## src/rtl/risc_mem_pkg.sv

```systemverilog
// Shared types and default widths for the RISC data-RAM arbiter.
package risc_mem_pkg;

  localparam int unsigned DEF_ADDR_W   = 6;
  localparam int unsigned DEF_DATA_W   = 16;
  localparam int unsigned DEF_MAX_HOLD = 4;

  // Owner tag carried alongside each RAM read so the data can be returned.
  typedef enum logic [1:0] {
    OWN_NONE = 2'b00,
    OWN_CPU  = 2'b01,
    OWN_LDR  = 2'b10
  } owner_t;

endpackage

```

## src/rtl/risc_rr_arbiter2.sv

```systemverilog
// Two-way round-robin arbiter (CPU vs loader) with a CPU-streak bound.
module risc_rr_arbiter2
  import risc_mem_pkg::*;
#(
  parameter int unsigned MAX_HOLD = DEF_MAX_HOLD
) (
  input  logic clk,
  input  logic reset,
  input  logic i_cpu_req,
  input  logic i_ldr_req,
  output logic o_cpu_gnt_c,
  output logic o_ldr_gnt_c
);

  localparam int unsigned HOLD_W = $clog2(MAX_HOLD + 1);

  owner_t             r_last_owner;
  owner_t             w_last_owner_nxt;
  logic [HOLD_W-1:0]  r_hold_cnt;
  logic [HOLD_W-1:0]  w_hold_cnt_nxt;
  logic               w_cpu_gnt;
  logic               w_ldr_gnt;

  // Arbitration state: last winner and CPU streak while the loader waits.
  always_ff @(posedge clk or negedge reset) begin
    if (!reset) begin
      r_last_owner <= OWN_LDR;
      r_hold_cnt   <= '0;
    end else begin
      r_last_owner <= w_last_owner_nxt;
      r_hold_cnt   <= w_hold_cnt_nxt;
    end
  end

  // Grant pick and next-state; grants are forced low while reset is held.
  always_comb begin
    w_cpu_gnt        = 1'b0;
    w_ldr_gnt        = 1'b0;
    w_last_owner_nxt = r_last_owner;
    w_hold_cnt_nxt   = r_hold_cnt;

    if (reset) begin
      if (i_cpu_req && i_ldr_req) begin
        if ((r_last_owner == OWN_CPU) || (r_hold_cnt >= HOLD_W'(MAX_HOLD))) begin
          w_ldr_gnt = 1'b1;
        end else begin
          w_cpu_gnt = 1'b1;
        end
      end else if (i_cpu_req) begin
        w_cpu_gnt = 1'b1;
      end else if (i_ldr_req) begin
        w_ldr_gnt = 1'b1;
      end
    end

    if (w_cpu_gnt) begin
      w_last_owner_nxt = OWN_CPU;
    end else if (w_ldr_gnt) begin
      w_last_owner_nxt = OWN_LDR;
    end

    if (!i_ldr_req || w_ldr_gnt) begin
      w_hold_cnt_nxt = '0;
    end else if (w_cpu_gnt && (r_hold_cnt < HOLD_W'(MAX_HOLD))) begin
      w_hold_cnt_nxt = r_hold_cnt + HOLD_W'(1);
    end
  end

  assign o_cpu_gnt_c = w_cpu_gnt;
  assign o_ldr_gnt_c = w_ldr_gnt;

endmodule

```

## src/rtl/risc_ram_arbiter.sv

```systemverilog
// Shares the single-port data RAM between the CPU load/store path and the loader.
module risc_ram_arbiter
  import risc_mem_pkg::*;
#(
  parameter int unsigned ADDR_W   = DEF_ADDR_W,
  parameter int unsigned DATA_W   = DEF_DATA_W,
  parameter int unsigned MAX_HOLD = DEF_MAX_HOLD
) (
  input  logic              clk,
  input  logic              reset,
  input  logic              cpu_req,
  input  logic              cpu_we,
  input  logic [ADDR_W-1:0] cpu_addr,
  input  logic [DATA_W-1:0] cpu_wdata,
  output logic              cpu_gnt,
  output logic              cpu_rvalid,
  output logic [DATA_W-1:0] cpu_rdata,
  input  logic              ldr_req,
  input  logic              ldr_we,
  input  logic [ADDR_W-1:0] ldr_addr,
  input  logic [DATA_W-1:0] ldr_wdata,
  output logic              ldr_gnt,
  output logic              ldr_rvalid,
  output logic [DATA_W-1:0] ldr_rdata,
  output logic [ADDR_W-1:0] ram_addr,
  output logic [DATA_W-1:0] ram_wdata,
  output logic              ram_we,
  output logic              ram_re,
  input  logic [DATA_W-1:0] ram_rdata
);

  logic              w_cpu_gnt;
  logic              w_ldr_gnt;
  logic [ADDR_W-1:0] r_ram_addr;
  logic [DATA_W-1:0] r_ram_wdata;
  logic              r_ram_we;
  logic              r_ram_re;
  owner_t            r_tag;
  logic              r_cpu_rvalid;
  logic [DATA_W-1:0] r_cpu_rdata;
  logic              r_ldr_rvalid;
  logic [DATA_W-1:0] r_ldr_rdata;

  risc_rr_arbiter2 #(
    .MAX_HOLD (MAX_HOLD)
  ) u_arb (
    .clk         (clk),
    .reset       (reset),
    .i_cpu_req   (cpu_req),
    .i_ldr_req   (ldr_req),
    .o_cpu_gnt_c (w_cpu_gnt),
    .o_ldr_gnt_c (w_ldr_gnt)
  );

  // Command register: launch the granted access; strobes drop when idle, addr/data hold.
  always_ff @(posedge clk or negedge reset) begin
    if (!reset) begin
      r_ram_addr  <= '0;
      r_ram_wdata <= '0;
      r_ram_we    <= 1'b0;
      r_ram_re    <= 1'b0;
      r_tag       <= OWN_NONE;
    end else begin
      r_ram_we <= 1'b0;
      r_ram_re <= 1'b0;
      r_tag    <= OWN_NONE;
      if (w_cpu_gnt) begin
        r_ram_addr  <= cpu_addr;
        r_ram_wdata <= cpu_wdata;
        r_ram_we    <= cpu_we;
        r_ram_re    <= ~cpu_we;
        r_tag       <= cpu_we ? OWN_NONE : OWN_CPU;
      end else if (w_ldr_gnt) begin
        r_ram_addr  <= ldr_addr;
        r_ram_wdata <= ldr_wdata;
        r_ram_we    <= ldr_we;
        r_ram_re    <= ~ldr_we;
        r_tag       <= ldr_we ? OWN_NONE : OWN_LDR;
      end
    end
  end

  // Read return: steer RAM data to the tagged owner; the other side holds its data.
  always_ff @(posedge clk or negedge reset) begin
    if (!reset) begin
      r_cpu_rvalid <= 1'b0;
      r_cpu_rdata  <= '0;
      r_ldr_rvalid <= 1'b0;
      r_ldr_rdata  <= '0;
    end else begin
      r_cpu_rvalid <= 1'b0;
      r_ldr_rvalid <= 1'b0;
      if (r_tag == OWN_CPU) begin
        r_cpu_rvalid <= 1'b1;
        r_cpu_rdata  <= ram_rdata;
      end else if (r_tag == OWN_LDR) begin
        r_ldr_rvalid <= 1'b1;
        r_ldr_rdata  <= ram_rdata;
      end
    end
  end

  assign cpu_gnt    = w_cpu_gnt;
  assign ldr_gnt    = w_ldr_gnt;
  assign ram_addr   = r_ram_addr;
  assign ram_wdata  = r_ram_wdata;
  assign ram_we     = r_ram_we;
  assign ram_re     = r_ram_re;
  assign cpu_rvalid = r_cpu_rvalid;
  assign cpu_rdata  = r_cpu_rdata;
  assign ldr_rvalid = r_ldr_rvalid;
  assign ldr_rdata  = r_ldr_rdata;

endmodule

```

## config.mk

```make
export PLATFORM = sky130hd
export DESIGN_NAME = risc_ram_arbiter
export DESIGN_NICKNAME = d
export VERILOG_FILES = /design/src/rtl/risc_mem_pkg.sv /design/src/rtl/risc_rr_arbiter2.sv /design/src/rtl/risc_ram_arbiter.sv
export SDC_FILE = /design/constraint.sdc
export NUM_CORES = 1
export LEC_CHECK = 0
export ABC_AREA = 1
export CORE_MARGIN = 2
export CORE_UTILIZATION = 25
export DETAILED_ROUTE_END_ITERATION = 16
export GPL_TIMING_DRIVEN = 0
export PLACE_DENSITY = 0.59
export SLEW_MARGIN = 15
export SYNTH_ARGS = -nofsm -noshare
export SYNTH_HDL_FRONTEND = slang
export SYNTH_HIERARCHICAL = 1
export SYNTH_SLANG_ARGS = --single-unit
```

## constraint.sdc

```tcl
create_clock -name clk -period 1.4 [get_ports clk]
set_input_delay 0.21 -clock clk [delete_from_list [all_inputs] [get_ports clk]]
set_output_delay 0.21 -clock clk [all_outputs]
set_load 0.005 [all_outputs]
```

# Word level (Yosys, flattened, before mapping)
# Cells that the tools add are included.
# Widths: inputs -> output; s select.
# totals
reg_bits,65
in_bits,66
# classes
add_sub_neg,1
n_lt_le_gt_ge,2
eq_ne,3
n_mux,28
bitwise,3
reduce_logical,8
# op_table
op,count
$mux 16,2
$mux 1,17
$mux 6,2
$mux 2,5
$mux 3,2
$eq 2x1->1 const B,2
$reduce_bool 2->1,2
$add 3x1->3 const B,1
$ge 3x3->1 const B,1
$lt 3x3->1 const B,1
$not 1->1,3
$eq 2x2->1 const B,1
$logic_and 1x1->1,2
$logic_or 1x1->1,2
$reduce_and 2->1,1
$logic_not 1->1,1

# Logic depth before layout (Yosys ltp)
# Gate-level depths: netlist of run 1.
# logic_depth
word_depth,8
ltp_mapped,9

# Modules after synthesis
# The synthesis of run 1 kept the hierarchy.
# by_module_without_submodules
module,n_inst,cells_per_inst,area_per_inst_um2
risc_ram_arbiter,1,275,2389.8
risc_rr_arbiter2,1,37,297.8

# Worst setup path before layout of run 1
# No wires, ideal clock.
# synth_timing
path_kind,reg-to-reg
from,register u_arb.r_last_owner[1]
to,"register r_ram_addr[4], in the netlist ram_addr[4]"
setup_time_ns,0.125
arrival_ns,1.394
required_time_ns,1.275
slack_ns,-0.119
stages_incl_launch_ff,10
period_less_slack_ns,1.519
cell_sequence,dfstp_2 -> inv_2 -> nand2_2 -> nand2_2 -> a21oi_2 -> buf_2 -> inv_1 -> buf_2 -> nand3_1 -> nand3_1
# synth_between
elab_chain_len,6
word_cells_on_any_way,10
# synth_rtl
element,line,source
from (decl),risc_rr_arbiter2.sv:17,owner_t r_last_owner;
from (signal assigned),risc_rr_arbiter2.sv:30,r_last_owner <= w_last_owner_nxt;
$eq 2x1->1 (*),risc_rr_arbiter2.sv:44,if ((r_last_owner == OWN_CPU) || (r_hold_cnt >= HOLD_W'(MAX_HOLD))) begin
$logic_or 1x1->1 (*),risc_rr_arbiter2.sv:44,
$mux 1 (*),risc_rr_arbiter2.sv:44,
$mux 1 (*),risc_rr_arbiter2.sv:43,if (i_cpu_req && i_ldr_req) begin
$mux 1 (*),risc_rr_arbiter2.sv:42,if (reset) begin
via cpu_gnt,risc_ram_arbiter.sv:15,"output logic cpu_gnt,"
$mux 6 or $reduce_bool 2->1 (tied branches),n/a,
to (signal assigned),risc_ram_arbiter.sv:68,r_ram_addr <= cpu_addr;
to (signal assigned),risc_ram_arbiter.sv:74,r_ram_addr <= ldr_addr;
to (decl),risc_ram_arbiter.sv:34,logic [ADDR_W-1:0] r_ram_addr;
# The timed path passes the listed nets; every way through them passes the cells marked *.
# A chain may end at the register's enable or synchronous reset.

# Worst setup path after layout of run 1
# layout_timing
from,register u_arb.r_last_owner[1]
to,output cpu_gnt
# layout_between
elab_chain_len,5
# layout_rtl
element,line
$eq 2x1->1,risc_rr_arbiter2.sv:44
$logic_or 1x1->1,risc_rr_arbiter2.sv:44
$mux 1,risc_rr_arbiter2.sv:44
$mux 1,risc_rr_arbiter2.sv:43
$mux 1,risc_rr_arbiter2.sv:42
to (decl),risc_ram_arbiter.sv:15
# No other way between the ends.

==> results of run 1 <==
==> sequential cells by signal (all words and copies together), names as in the netlist <==
| name | count |
|---|---|
| ram_re | 1 |
| ram_we | 1 |
| u_arb/r_hold_cnt | 3 |
| ldr_rdata | 16 |
| ram_wdata | 16 |
| u_arb/r_last_owner | 2 |
| ram_addr | 6 |
| r_tag | 2 |
| cpu_rvalid | 1 |
| ldr_rvalid | 1 |
| cpu_rdata | 16 |
==> critical path, stage by stage (launching register included) <==
cell	delay, ps
sky130_fd_sc_hd__dfstp_2	530
sky130_fd_sc_hd__inv_2	40
sky130_fd_sc_hd__nand2_4	70
sky130_fd_sc_hd__nand2_4	60
sky130_fd_sc_hd__a21oi_4	170
sky130_fd_sc_hd__buf_2	130
==> layer usage <==
layer | GRT usage (%) | vias to the layer above
li1 | - | 1300
met1 | 18.29 | 1198
met2 | 21.70 | 90
met3 | 4.600 | 7
met4 | 4.579 | 0
met5 | 0 | -
==> area by class of cell <==
class | instances | share of cell area (%)
tap | 136 | 3.702
timing repair buffer | 151 | 31.38
multi-input combinational | 218 | 21.61
clock buffer | 10 | 2.776
buffer | 12 | 2.858
clock inverter | 5 | 0.7349
sequential | 65 | 35.41
inverter | 16 | 1.524
==> per-stage QoR <==
stage	utilization (%)	worst slack, ps	area [µm²]	total power (W)	hold slack, ps
2_1_floorplan	-	-10.78	2738	0.003158	-85.59
3_3_place_gp	40.11	-3208	4159	0.004398	461.5
3_5_place_dp	40.35	-676.8	4184	0.004428	122.5
4_1_cts	43.15	-128.9	4474	0.005705	227.0
5_1_grt	44.33	-195.6	4597	0.006059	257.6
6_report	44.33	-136.4	4597	0.005665	270.7
==> worst paths after layout <==
path,startpoint,end,slack (ps),cells past startpoint
setup / recovery,u_arb/r_last_owner[1],cpu_gnt,-140,5
hold / removal,reset,u_arb/r_hold_cnt[1],270,4
setup reg to reg,u_arb/r_last_owner[1],ram_wdata[9],-100,9
hold reg to reg,ldr_rdata[10],ldr_rdata[10],480,2
max in group asynchronous,reset,ram_wdata[9],340,2
min in group asynchronous,reset,cpu_rdata[2],560,2
==> what timing repair did <==
action | CTS | global route
setup endpoints to repair | 78 | 33
hold buffers | 2 | 0
pin swaps | 1 | 2
buffers inserted | 19 | 2
cloned | 0 | 2
gates resized for setup | 70 | 21
endpoints found under the hold margin | 17 | 0
==> cell usage after synthesis, drive strengths merged <==
library cell / n / area, µm²
a21oi: 3 / 18.77
dfrtp: 64 / 1602
buf: 10 / 55.05
a21o: 1 / 7.510
nand4: 2 / 12.51
a21boi: 1 / 7.510
inv: 16 / 60.06
nand2: 154 / 585.6
dfstp: 1 / 26.28
ha: 1 / 12.51
nand3: 48 / 245.2
o21ai: 1 / 5.000
clkbuf: 3 / 11.26
nor2: 7 / 38.79
==> cells by family after synthesis <==
kind of cell               count (synthesis)  share of synthesized area, %
adders and majority gates                  1                        0.4655
and+or+nand+nor                          211                         32.82
AOI/OAI and AO/OA                          6                         1.443
buffers and inverters                     29                         4.702
DFF                                       65                         60.57
==> power by group through the flow <==
| stage | combinational [W] | sequential, W | clock [W] |
|---|---|---|---|
| after floorplan | 0.000548 | 0.00261 | 0 |
| after global placement | 0.00181 | 0.00258 | 0 |
| after detailed placement | 0.00184 | 0.00259 | 0 |
| after CTS | 0.00176 | 0.00254 | 0.00140 |
| after global routing | 0.00199 | 0.00260 | 0.00147 |
| final | 0.00180 | 0.00254 | 0.00133 |
==> results.py, run 1 <==
metrics = {
    "run_status": {
        "outcome": "finished, violations left",
        "failed_checks": "negative setup slack",
    },
    "finish": {
        "commonest_non_fill_non_tap_cell_in_the_layout": "sky130_fd_sc_hd__nand2_1",
        "commonest_cells_after_routing_fill_and_taps_aside": "sky130_fd_sc_hd__nand2_1, sky130_fd_sc_hd__clkdlybuf4s50_1, sky130_fd_sc_hd__dfrtp_1, sky130_fd_sc_hd__dlygate4sd2_1, sky130_fd_sc_hd__nand3_1",
        "seqCellArea_um2": 1628,
        "antenna_diode_count": 0,
        "post_route_cells_drive_above_1_share_pct": 15.93,
        "n_fill_cell": 1056,
        "multi_input_comb_area_um2": 993.5,
        "areaGrowthSynthToFinish_pct": 71.04,
        "final_nets": 540,
        "final_cells": 613,
    },
    "sta": {
        "slew_violations": 0,
        "hold_viol_final": 0,
        "final_critical_period_ps": 1536,
        "period_share_pct": 109.7,
        "rsz0062_at_grt": "true",
        "setup-violations-final": 26,
        "fin_tns_setup_ps": -2043,
        "clock-skew-final_ps": 11.07,
        "worst_pin_slew_ps": 787.4,
        "slew-limit-headroom_pct": 47.33,
        "max_freq_mhz": 650.9,
        "final.setup.worst_slack_ps": -136.4,
    },
    "worst_setup_path": {
        "worst_ep_required_time_ps": 1190,
        "timing.setup.critical_path_class": "flip-flop to output pin",
        "cp-end-kind": "output pin",
        "worst_setup_path_start_kind": "flip-flop",
        "cp_data_arrival_time_ps": 1330,
        "critical_path_peak_fanout": 2,
    },
    "placement": {
        "dp.final_hpwl_um": 5650,
        "final_wtd_congestion": 0.7820,
        "numPortBuffers": 125,
        "placedCellCount": 574,
    },
    "yosys": {
        "synthesized_instance_count": 312,
        "yosysUniqueCellTypes": 20,
        "ys_seq_elements": 65,
        "synth.net_count": 379,
        "sequential_fraction_of_the_synthesis_area_pct": 60.57,
        "syn_avg_cell_area_um2": 8.614,
        "post_synth_instance_area_um2": 2688,
        "warnings_synthesis": 6,
    },
    "clock_tree": {
        "cts.path.max_buffers": 2,
        "tritoncts": "yes",
        "clkSinkCount": 65,
        "clock_latency_ps": 330,
        "path_clk_slew_ps": 70,
        "cts-buffers-inserted": 9,
        "clock-root-buffer": "sky130_fd_sc_hd__clkbuf_8",
        "ctsHtreeMaxLevel": 3,
    },
    "pwr": {
        "power_density_nw_per_um2": 1232,
        "sw_frac_of_total_pct": 29.62,
        "power.share.combinational_pct": 31.7,
        "power.leakage_nw": 2.381,
        "share_seq_of_total_power_pct": 44.8,
        "total_switching_power_w": 0.001678,
        "intPower_w": 0.003987,
        "power.share.clock_pct": 23.5,
        "vdd.ir_drop.worst_mv": 0.3987,
    },
    "global_route": {
        "grt_pass1_vias": 2545,
        "global_route.overflow_total": 0,
        "grt_first_pass_wirelength_um": 12560,
        "grt_start_max_net_pins": 48,
        "antenna_found_initial": 0,
        "track_usage_pct": 13.95,
    },
    "run": {
        "cap_violations": 0,
    },
    "routing": {
        "drt_iter0_drc": 117,
        "via_count_normalized_by_instance_count": 4.233,
        "detail_route.wirelength.met1_um": 3707,
        "wl_per_cell_um": 13.25,
        "met2RoutedLength_um": 3786,
        "highest_metal_layer_used_by_the_detailed_router": "met4",
        "drt-pass1-iter-count": 4,
        "ant_nets": 0,
        "detailroute.via_count": 2595,
        "route.final.wire_length_um": 8123,
        "detailroute.wirelength.met3_um": 559,
        "detail_route.drc_violations": 0,
    },
    "die": {
        "chipWidth_um": 107.7,
        "rows": 37,
        "floorplan.die_area_um2": 11600,
        "floorplan.die.height_um": 107.7,
        "floorplan.initialDensity_pct": 25.92,
        "core_um2": 10370,
        "io_pins": 126,
    },
    "hold_path": {
        "min-delay-path-class": "primary input to flip-flop",
    },
}
No activity file was read; power rests on OpenSTA's default activity.
==> inputs of run 2 (changes only) <==
Settings changed: ABC_AREA 1 to default, PLACE_DENSITY 0.59 to 0.57.
Clock period 1.4 ns to 1.45 ns, I/O delays scaled along.
==> run 2 against run 1 <==
  * The run still ends with negative setup slack left
  * Flip-flop and latch count is the same
  * Clock-buffer cell count is 1 higher
  * Non-clock buffer count decreased by 10
  * Die area grew 5.0%
  * Register-to-register slack got worse by 90 ps
  * Sequential share of layout area fell by 2.4 points
  * Sequential power fell by 5%
  * Clock power grew 86%
  * Critical path type is now flip-flop to flip-flop
  * Largest cell class is now non-clock buffers
  * Largest power group is now clock
==> results.py, run 2 <==
metrics = {
    "die": {
        "io_pins": 126,
        "rows": 38,
        "floorplan.die_area_um2": 12170,
        "floorplan.die.height_um": 110.3,
        "chipWidth_um": 110.3,
        "floorplan.initialDensity_pct": 25.85,
        "core_um2": 10940,
    },
    "finish": {
        "seqCellArea_um2": 1628,
        "design_area_um2": 4937,
        "post_route_cells_drive_above_1_share_pct": 23.51,
        "commonest_non_fill_non_tap_cell_in_the_layout": "sky130_fd_sc_hd__clkdlybuf4s50_1",
        "areaGrowthSynthToFinish_pct": 74.68,
        "multi_input_comb_area_um2": 1105,
        "n_fill_cell": 1040,
        "final_cells": 510,
        "commonest_cells_after_routing_fill_and_taps_aside": "sky130_fd_sc_hd__clkdlybuf4s50_1, sky130_fd_sc_hd__dfrtp_1, sky130_fd_sc_hd__nand2_1, sky130_fd_sc_hd__o21ai_1, sky130_fd_sc_hd__mux2i_1",
        "antenna_diode_count": 0,
        "final_nets": 432,
    },
    "yosys": {
        "synth-xor-area-share_pct": 0,
        "post_synth_fa_ha_maj_area_fraction_pct": 0.4427,
        "ys_seq_elements": 65,
        "fraction_of_synthesized_area_in_multiplexers_pct": 22.93,
        "synthesized_instance_count": 215,
        "synth_top_family_by_area": "multiplexers",
        "warnings_synthesis": 6,
        "yosysUniqueCellTypes": 32,
        "predominant_post_synthesis_flop_cell": "sky130_fd_sc_hd__dfrtp_1",
        "synth_area_in_compound_gates_pct": 7.171,
        "synth_enable_flop_cells": 0,
        "synth.top_cell.area_share_pct": 56.66,
        "syn_avg_cell_area_um2": 13.15,
        "synth.net_count": 282,
        "post_synth_instance_area_um2": 2826,
        "async_reset_ff_share_pct": 100.0,
        "sequential_fraction_of_the_synthesis_area_pct": 57.59,
        "top_cell_types_by_occurrence_after_synthesis": "sky130_fd_sc_hd__dfrtp_1, sky130_fd_sc_hd__nand2_1, sky130_fd_sc_hd__o21ai_0, sky130_fd_sc_hd__mux2i_1, sky130_fd_sc_hd__mux2_4",
        "netlist_top_cells_area": "sky130_fd_sc_hd__dfrtp_1, sky130_fd_sc_hd__mux2_4, sky130_fd_sc_hd__mux2i_1, sky130_fd_sc_hd__mux2_2, sky130_fd_sc_hd__o21ai_0",
        "synth_top_area_cell": "sky130_fd_sc_hd__dfrtp_1",
        "synth.most_common_cell": "sky130_fd_sc_hd__dfrtp_1",
        "area_fraction_in_and_or_nand_and_nor_cells_after_synthesis_pct": 6.994,
    },
    "sta": {
        "max_freq_mhz": 608.1,
        "slew_violations": 0,
        "rsz0062_at_grt": "true",
        "slew-limit-headroom_pct": 73.66,
        "worst_hold_slack_after_final_layout_ps": 303.0,
        "final_critical_period_ps": 1645,
        "period_share_pct": 113.4,
        "clock-skew-final_ps": 4.797,
        "final.setup.worst_slack_ps": -194.6,
        "worst_pin_slew_ps": 393.9,
        "fin_tns_setup_ps": -2820,
        "hold_viol_final": 0,
        "setup-violations-final": 28,
    },
    "routing": {
        "wl_per_cell_um": 15.10,
        "ant_nets": 0,
        "detailroute.via_count": 2214,
        "drt-pass1-iter-count": 4,
        "drt_iter0_drc": 47,
        "via_count_normalized_by_instance_count": 4.341,
        "route.final.wire_length_um": 7703,
        "detail_route.drc_violations": 0,
    },
    "clock_tree": {
        "tritoncts": "yes",
        "cts-buffers-inserted": 9,
        "clock_latency_ps": 320,
        "ctsHtreeMaxLevel": 3,
        "clock-root-buffer": "sky130_fd_sc_hd__clkbuf_16",
        "cts.path.max_buffers": 2,
        "clkSinkCount": 65,
        "path_clk_slew_ps": 50,
    },
    "worst_setup_path": {
        "worst_ep_required_time_ps": 1680,
        "cp_data_arrival_time_ps": 1880,
        "cp-end-kind": "flip-flop",
        "rr_worst_depth": 4,
        "timing.setup.critical_path_class": "flip-flop to flip-flop",
        "worst_setup_path_start_kind": "flip-flop",
        "critical_path_peak_fanout": 4,
    },
    "pwr": {
        "report.power.total_w": 0.006686,
        "vdd.ir_drop.worst_mv": 0.6665,
        "power_density_nw_per_um2": 1354,
        "power.leakage_nw": 2.246,
    },
    "placement": {
        "placedCellCount": 481,
        "final_wtd_congestion": 0.7080,
        "place_area_um2": 4315,
        "dp.final_hpwl_um": 5341,
        "numPortBuffers": 125,
    },
    "run": {
        "cap_violations": 0,
    },
    "global_route": {
        "global_route.overflow_total": 0,
        "antenna_found_initial": 0,
        "grt_first_pass_wirelength_um": 11770,
        "grt_pass1_vias": 2375,
        "grt_start_max_net_pins": 35,
        "track_usage_pct": 13.01,
    },
    "run_status": {
        "failed_checks": "negative setup slack",
        "outcome": "finished, violations left",
    },
    "hold_path": {
        "cells_on_worst_hold_path": 3,
        "min-delay-path-class": "primary input to flip-flop",
    },
}
run 2: cell type report:
type,instances,area share [%]
plain buffers,13,4.105
clock buffers,11,4.916
clock inverters,5,2.078
inverters,5,0.3801
multi-input cells,131,22.38
flip-flops and latches,65,32.97
well taps,140,3.548
repair buffers,140,29.62
run 2: path summary, 6_finish.rpt:
| kind | from | endpoint | slack (ps) |
|---|---|---|---|
| min in group asynchronous | reset | u_arb/r_last_owner[1] | 680 |
| max in group asynchronous | reset | cpu_rvalid | 550 |
| hold reg to reg | cpu_rdata[7] | cpu_rdata[7] | 500 |
| setup reg to reg | u_arb/r_last_owner[1] | u_arb/r_hold_cnt[1] | -190 |
| setup / recovery | u_arb/r_last_owner[1] | u_arb/r_hold_cnt[1] | -190 |
| hold / removal | reset | u_arb/r_last_owner[1] | 300 |
run 2: critical path, stage by stage, from the launching register on:
cell and delay, ps:
sky130_fd_sc_hd__dfstp_2 520, sky130_fd_sc_hd__buf_4 110, sky130_fd_sc_hd__and3b_1 200, sky130_fd_sc_hd__or4b_1 500, sky130_fd_sc_hd__a211oi_2 230
run 2: logic make-up (layout without fill, tap and decap cells):
logic type      after synthesis  count (layout)
flops                        65              65
compound gates               35              35
simple gates                 41              41
fa+ha+maj                     1               1
buf+inv                      19             174
mux                          54              54
run 2: per-stage QoR:
step,util (%),setup slack [ps]
2_1_floorplan,-,-70.48
3_3_place_gp,39.30,-3120
3_5_place_dp,39.46,-552.1
4_1_cts,44.36,-194.6
5_1_grt,45.15,-240.3
6_report,45.15,-194.6
run 2: where the power goes:
part / total (W) / switching (W) / internal [W]
combinational: 0.00180 / 0.000545 / 0.00126
sequential: 0.00241 / 0.000200 / 0.00221
clock: 0.00248 / 0.000755 / 0.00172
run 2: repair_timing:
item | 4_1_cts | 5_1_grt
resized for setup | 49 | 21
cloned | 1 | 1
hold endpoints to repair | 30 | 0
buffers inserted | 8 | 2
hold buffers | 2 | 0
setup endpoints to repair | 30 | 40
pin swaps | 4 | 5
run 2: per-layer routing:
layer / share of wire, % / GRT usage (%) / vias to the layer above
met1: 45 / 16.13 / 1057
li1: - / - / 1047
met5: 0 / 0 / -
met4: 1.7 / 5.357 / 0
met3: 9.6 / 4.938 / 12
met2: 44 / 20.33 / 98
==> inputs of run 3 (changes only) <==
--- a/config.mk
+++ b/config.mk
@@ -6,6 +6,6 @@
 export NUM_CORES = 1
 export LEC_CHECK = 0
-export CORE_MARGIN = 2
 export CORE_UTILIZATION = 25
+export CTS_BUF_LIST = sky130_fd_sc_hd__clkbuf_4
 export DETAILED_ROUTE_END_ITERATION = 16
 export GPL_TIMING_DRIVEN = 0
==> constraint.sdc (replaced) <==
create_clock -name clk -period 1.45 [get_ports clk]
set_input_delay 0.2175 -clock clk [delete_from_list [all_inputs] [get_ports clk]]
set_output_delay 0.2175 -clock clk [all_outputs]
set_load 0.02 [all_outputs]
==> run 3 against run 2 <==
  * Largest power group is now registers
  * Die area shrank 3.6%
  * First-iteration DRC count grew 68%
  * Critical endpoint is now ram_re
  * The flow still finishes with violations (negative setup slack)
  * Clock skew grew 9.6 ps
  * Worst setup slack lost 110 ps
  * Sequential power is essentially flat
==> results.py, run 3 (synthesis results as in run 2) <==
metrics = {
    "run_status": {
        "outcome": "finished, violations left",
        "failed_checks": "negative setup slack",
    },
    "worst_setup_path": {
        "crit_start": "u_arb/r_last_owner[1]",
        "cp_data_arrival_time_ps": 2050,
        "cp_slowest_cell": "sky130_fd_sc_hd__dfstp_2",
        "critical-path-max-stage-delay_ps": 390,
        "rr_worst_depth": 8,
        "worstPathBufferInverterCount": 3,
        "worst_setup_path_start_kind": "flip-flop",
        "worst_ep_required_time_ps": 1750,
        "critical_path.reg2reg.startpoint": "u_arb/r_last_owner[1]",
        "timing.critical_path.depth": 8,
        "timing.setup.critical_path_class": "flip-flop to flip-flop",
        "regToRegEndpoint": "ram_re",
        "cp-end-kind": "flip-flop",
        "critPathCapture": "ram_re",
        "crit_chain": "and2b_4, nor2_4, o21ba_4, buf_4, buf_12, buf_12, nor2b_4, or2_4",
        "timing.critical_path.max_delay_family": "simple AND/OR/NAND/NOR gates",
        "critical_path_peak_fanout": 7,
        "critical_path.most_common_cell": "sky130_fd_sc_hd__buf_12",
        "worst-r2r-setup-slack_ps": -300,
    },
    "global_route": {
        "global_route.overflow_total": 0,
        "track_usage_pct": 13.52,
        "grt.met3_usage_pct": 5.425,
        "busiest_layer": "met2",
        "grt_pass1_vias": 2267,
        "grt_start_max_net_pins": 50,
        "groute.layer.met1.usage_pct": 17.44,
        "grt_first_pass_wirelength_um": 11830,
        "grt_use_met2_pct": 19.93,
        "antenna_found_initial": 0,
    },
    "routing": {
        "wl_per_cell_um": 14.77,
        "drt_iter0_drc": 79,
        "via_count_normalized_by_instance_count": 4.320,
        "route.final.wire_length_um": 7517,
        "detailroute.via_count": 2199,
        "drt-pass1-iter-count": 6,
        "ant_nets": 0,
        "detail_route.drc_violations": 0,
    },
    "finish": {
        "multi_input_comb_area_um2": 1124,
        "commonest_cells_after_routing_fill_and_taps_aside": "sky130_fd_sc_hd__dfrtp_1, sky130_fd_sc_hd__clkdlybuf4s50_1, sky130_fd_sc_hd__dlygate4sd2_1, sky130_fd_sc_hd__nand2_1, sky130_fd_sc_hd__mux2i_1",
        "seqCellArea_um2": 1628,
        "final_nets": 431,
        "antenna_diode_count": 0,
        "post_route_cells_drive_above_1_share_pct": 24.39,
        "areaGrowthSynthToFinish_pct": 66.05,
        "final_core_util_pct": 42.92,
        "n_fill_cell": 1058,
    },
    "die": {
        "floorplan.die.height_um": 108.3,
        "floorplan.initialDensity_pct": 25.85,
        "floorplan.die_area_um2": 11740,
        "io_pins": 126,
        "rows": 38,
        "chipWidth_um": 108.3,
        "core_um2": 10940,
    },
    "sta": {
        "hold_viol_final": 0,
        "slew-limit-headroom_pct": 39.35,
        "worst_pin_slew_ps": 906.7,
        "period_share_pct": 120.7,
        "worst_hold_slack_after_final_layout_ps": 187.1,
        "final_critical_period_ps": 1750,
        "slew_violations": 0,
        "clock-skew-final_ps": 14.41,
        "final.setup.worst_slack_ps": -300.1,
        "max_freq_mhz": 571.4,
        "fin_tns_setup_ps": -6753,
        "rsz0062_at_grt": "true",
        "setup-violations-final": 30,
    },
    "clock_tree": {
        "ctsHtreeMaxLevel": 3,
        "cts-buffers-inserted": 9,
        "cts.path.max_buffers": 2,
        "tritoncts": "yes",
        "clock_latency_ps": 400,
        "clkSinkCount": 65,
        "clock-root-buffer": "sky130_fd_sc_hd__clkbuf_4",
        "path_clk_slew_ps": 120,
    },
    "placement": {
        "final_wtd_congestion": 0.6771,
        "numPortBuffers": 125,
        "dp.final_hpwl_um": 5040,
        "pre_cts_slack_ps": -663.4,
    },
    "pwr": {
        "power_density_nw_per_um2": 1203,
        "power.leakage_nw": 2.153,
        "vdd.ir_drop.worst_mv": 0.4893,
        "report.power.total_w": 0.005647,
    },
    "run": {
        "cap_violations": 0,
    },
    "hold_path": {
        "min-delay-path-class": "primary input to flip-flop",
    },
}
[run 3: cell count changes in the layout (fill, tap and decap cells not counted), moves of 11 or more]
cell / change
sky130_fd_sc_hd__clkbuf_4: +12
sky130_fd_sc_hd__dlygate4sd2_1: +57
sky130_fd_sc_hd__dlymetal6s2s_1: -12
sky130_fd_sc_hd__clkbuf_16: -11
sky130_fd_sc_hd__clkdlybuf4s50_1: -45
[run 3: worst min-delay path by stage]
stage / cells past startpoint / from / to
floorplan: 0 / reset / cpu_rdata[0]
global placement: 1 / cpu_rdata[5] / cpu_rdata[5]
detailed placement: 1 / reset / ldr_rdata[4]
CTS: 3 / reset / u_arb/r_last_owner[1]
global route: 3 / reset / u_arb/r_last_owner[1]
finish: 3 / reset / u_arb/r_last_owner[1]
[run 3: layer usage]
metal  wire [µm]  up-vias
met4         106        0
met5           0        -
met2        3249       99
li1            -     1049
met3         672        9
met1        3487     1042
[run 3: what timing repair did]
item	4_1_cts	5_1_grt
hold buffers	1	0
pin swaps	4	1
resized for setup	117	10
gates cloned	3	0
setup buffers	8	1
endpoints found under the setup margin	87	31
hold endpoints to repair	51	0
[run 3: layout make-up]
| type | instances | area share (%) |
|---|---|---|
| Tap cell | 140 | 3.732 |
| Buffer | 13 | 4.319 |
| Timing Repair Buffer | 139 | 30.07 |
| Multi-Input combinational cell | 131 | 23.94 |
| Sequential cell | 65 | 34.68 |
| Inverter | 5 | 0.3999 |
| Clock inverter | 4 | 0.9331 |
| Clock buffer | 12 | 1.919 |
[run 3: per-stage QoR]
step | std cells | area (µm²)
floorplan | 215 | 2877
global route | 509 | 4693
finish | 509 | 4693
global placement | 480 | 4303
detailed placement | 481 | 4328
CTS | 508 | 4663
[run 3: worst min-delay path, cell delays in order]
cell and delay [ps]:
sky130_fd_sc_hd__buf_4 110, sky130_fd_sc_hd__buf_4 150, sky130_fd_sc_hd__o221ai_1 110
[run 3: power breakdown]
part | switching [W] | leakage (nW) | internal, W | total, W
logic | 0.000994 | 1.29 | 0.00105 | 0.00204
clock network | 0.000638 | 0.0787 | 0.000575 | 0.00121
registers | 0.000190 | 0.786 | 0.00220 | 0.00239
==> RTL edit, RTL diff (settings of run 1) <==
Make the reset (`reset`) synchronous in 3 clocked blocks.
--- a/src/rtl/risc_rr_arbiter2.sv
+++ b/src/rtl/risc_rr_arbiter2.sv
@@ -24,3 +24,3 @@
   // Arbitration state: last winner and CPU streak while the loader waits.
-  always_ff @(posedge clk or negedge reset) begin
+  always_ff @(posedge clk) begin
     if (!reset) begin
--- a/src/rtl/risc_ram_arbiter.sv
+++ b/src/rtl/risc_ram_arbiter.sv
@@ -55,3 +55,3 @@
   // Command register: launch the granted access; strobes drop when idle, addr/data hold.
-  always_ff @(posedge clk or negedge reset) begin
+  always_ff @(posedge clk) begin
     if (!reset) begin
@@ -83,3 +83,3 @@
   // Read return: steer RAM data to the tagged owner; the other side holds its data.
-  always_ff @(posedge clk or negedge reset) begin
+  always_ff @(posedge clk) begin
     if (!reset) begin
Formal check against the unedited RTL: differs if reset is asserted again (counterexample within 4 cycles, from zero or initial values and one cycle with reset low); with reset held inactive, the same outputs for 10 cycles.
==> RTL edit against run 1 <==
  * The flow still finishes with violations (setup timing)
  * Sequential cell count did not move
  * Critical endpoint is now ram_wdata[5]
  * Synthesized area fell by 1.2%
  * Sequential share of layout area fell by 6.8 points
  * Setup slack improved by 0.077 ns
  * Hold slack improved by 0.040 ns
  * Non-clock buffer count fell by 7
  * Cell area rose by 1.5%
  * Highest routed layer unchanged
  * Routed wire length rose by 0.33%
  * Clock skew rose by 0.0041 ns
  * Count of clock-buffer cells in the layout did not move
Power is not compared: it rests on default switching activity, and its combinational part moved more than twofold at a synthesized area within 25%.
==> RTL edit: results (changes against run 1) <==
- DR WL met3: 753 µm (+35%)
- # fillers: 1,040 (-1.5%)
- Sequential area share after synthesis: 49.0% (-12 points)
- Least-Margin Pin Slew: 0.506 ns (-0.281 ns)
- Met2 wire len: 3730 µm (-1.5%)
- Synth top area cells: dfxtp_1 49%, nand2_1 15%, nand3_1 11%
- WHS Path Cells: 2 (-2)
- Synth async-reset ratio: 0% (-100 points)
- Post-Syn Instances: 358 (+15%)
- Yosys cell types: 25 (+25%)
- Gpl congestion: 0.772 (-1.2%)
- Cell Count, Final, Fillers Out: 646 (+5.4%)
- Crit path to: ram_wdata[5]
- Violated checks: setup timing
- WHS: 0.311 ns (+0.0401 ns)
- Hold path endpoint: u_arb/r_last_owner[1]
- Slack of the critical path: -0.0598 ns (+0.0766 ns)
- Ys flop type: dfxtp_1
- First-pass GRT wire length: 12,600 µm (about the same)
- Post-Synth Adder-Cell Area: 0.471% (+0.0057 points)
- Skew final: 0.0152 ns (+0.00411 ns)
- Commonest cells post-synth: 103 x nand2_1, 65 x dfxtp_1, 61 x nand3_1
- Syn_nets: 425 (+12%)
- Post-Synth XOR/XNOR Area: 0.330% (+0.33 points)
- Setup-failing EPs final: 21 (-19%)
- Detail Placement HPWL: 5820 µm (+3.0%)
- M2 GR Usage: 22.2% (+0.54 points)
- Initial DRC Count: 65 (-44%)
- Vias in the first global route: 2,544 (-0.039%)
- Layout cells sized above 1: 25.3% (+9.4 points)
- Wire per inst: 12.6 µm (-4.8%)
- Reg2reg path depth: 13 (+4)
- Post_cts resized: 101 (+44%)
- Reg clk slew, reported paths: 0.09 ns (+0.02 ns)
- Routing usage on met1: 16.9% (-1.4 points)
- GRT Util Overall: 13.9% (-0.014 points)
- Synth Area in Compound Gates: 4.57% (+3.1 points)
- Status: finished with violations
- Inst Count DP: 619 (+7.8%)
-- RTL edit: through the flow --
stage / util (%) / setup slack (ns) / area, µm²
after floorplan: - / 0.0451 / 2660
after global placement: 39.5 / -0.488 / 4080
after detailed placement: 39.5 / -0.513 / 4080
after CTS: 43.2 / -0.0711 / 4460
after global routing: 45.2 / -0.152 / 4670
final: 45.2 / -0.0598 / 4670
-- RTL edit: cell type report --
type | count | area share (%)
sequential | 65 | 28.6
tap | 136 | 3.65
multi-input combinational | 238 | 26.8
clock buffer | 10 | 2.73
buffer | 19 | 3.51
clock inverter | 6 | 2.49
inverter | 35 | 2.92
timing repair buffer | 137 | 29.3
-- RTL edit: worst max-delay path: stages, from the launching register on --
cell,delay [ns]
dfxtp_2,0.32
inv_2,0.05
nand2_2,0.05
nand2_2,0.07
nand2_2,0.07
nand2_2,0.08
inv_2,0.05
buf_8,0.14
nor2_8,0.16
buf_6,0.16
nand2_1,0.06
nand3_1,0.07
nand2_1,0.05
inv_1,0.06
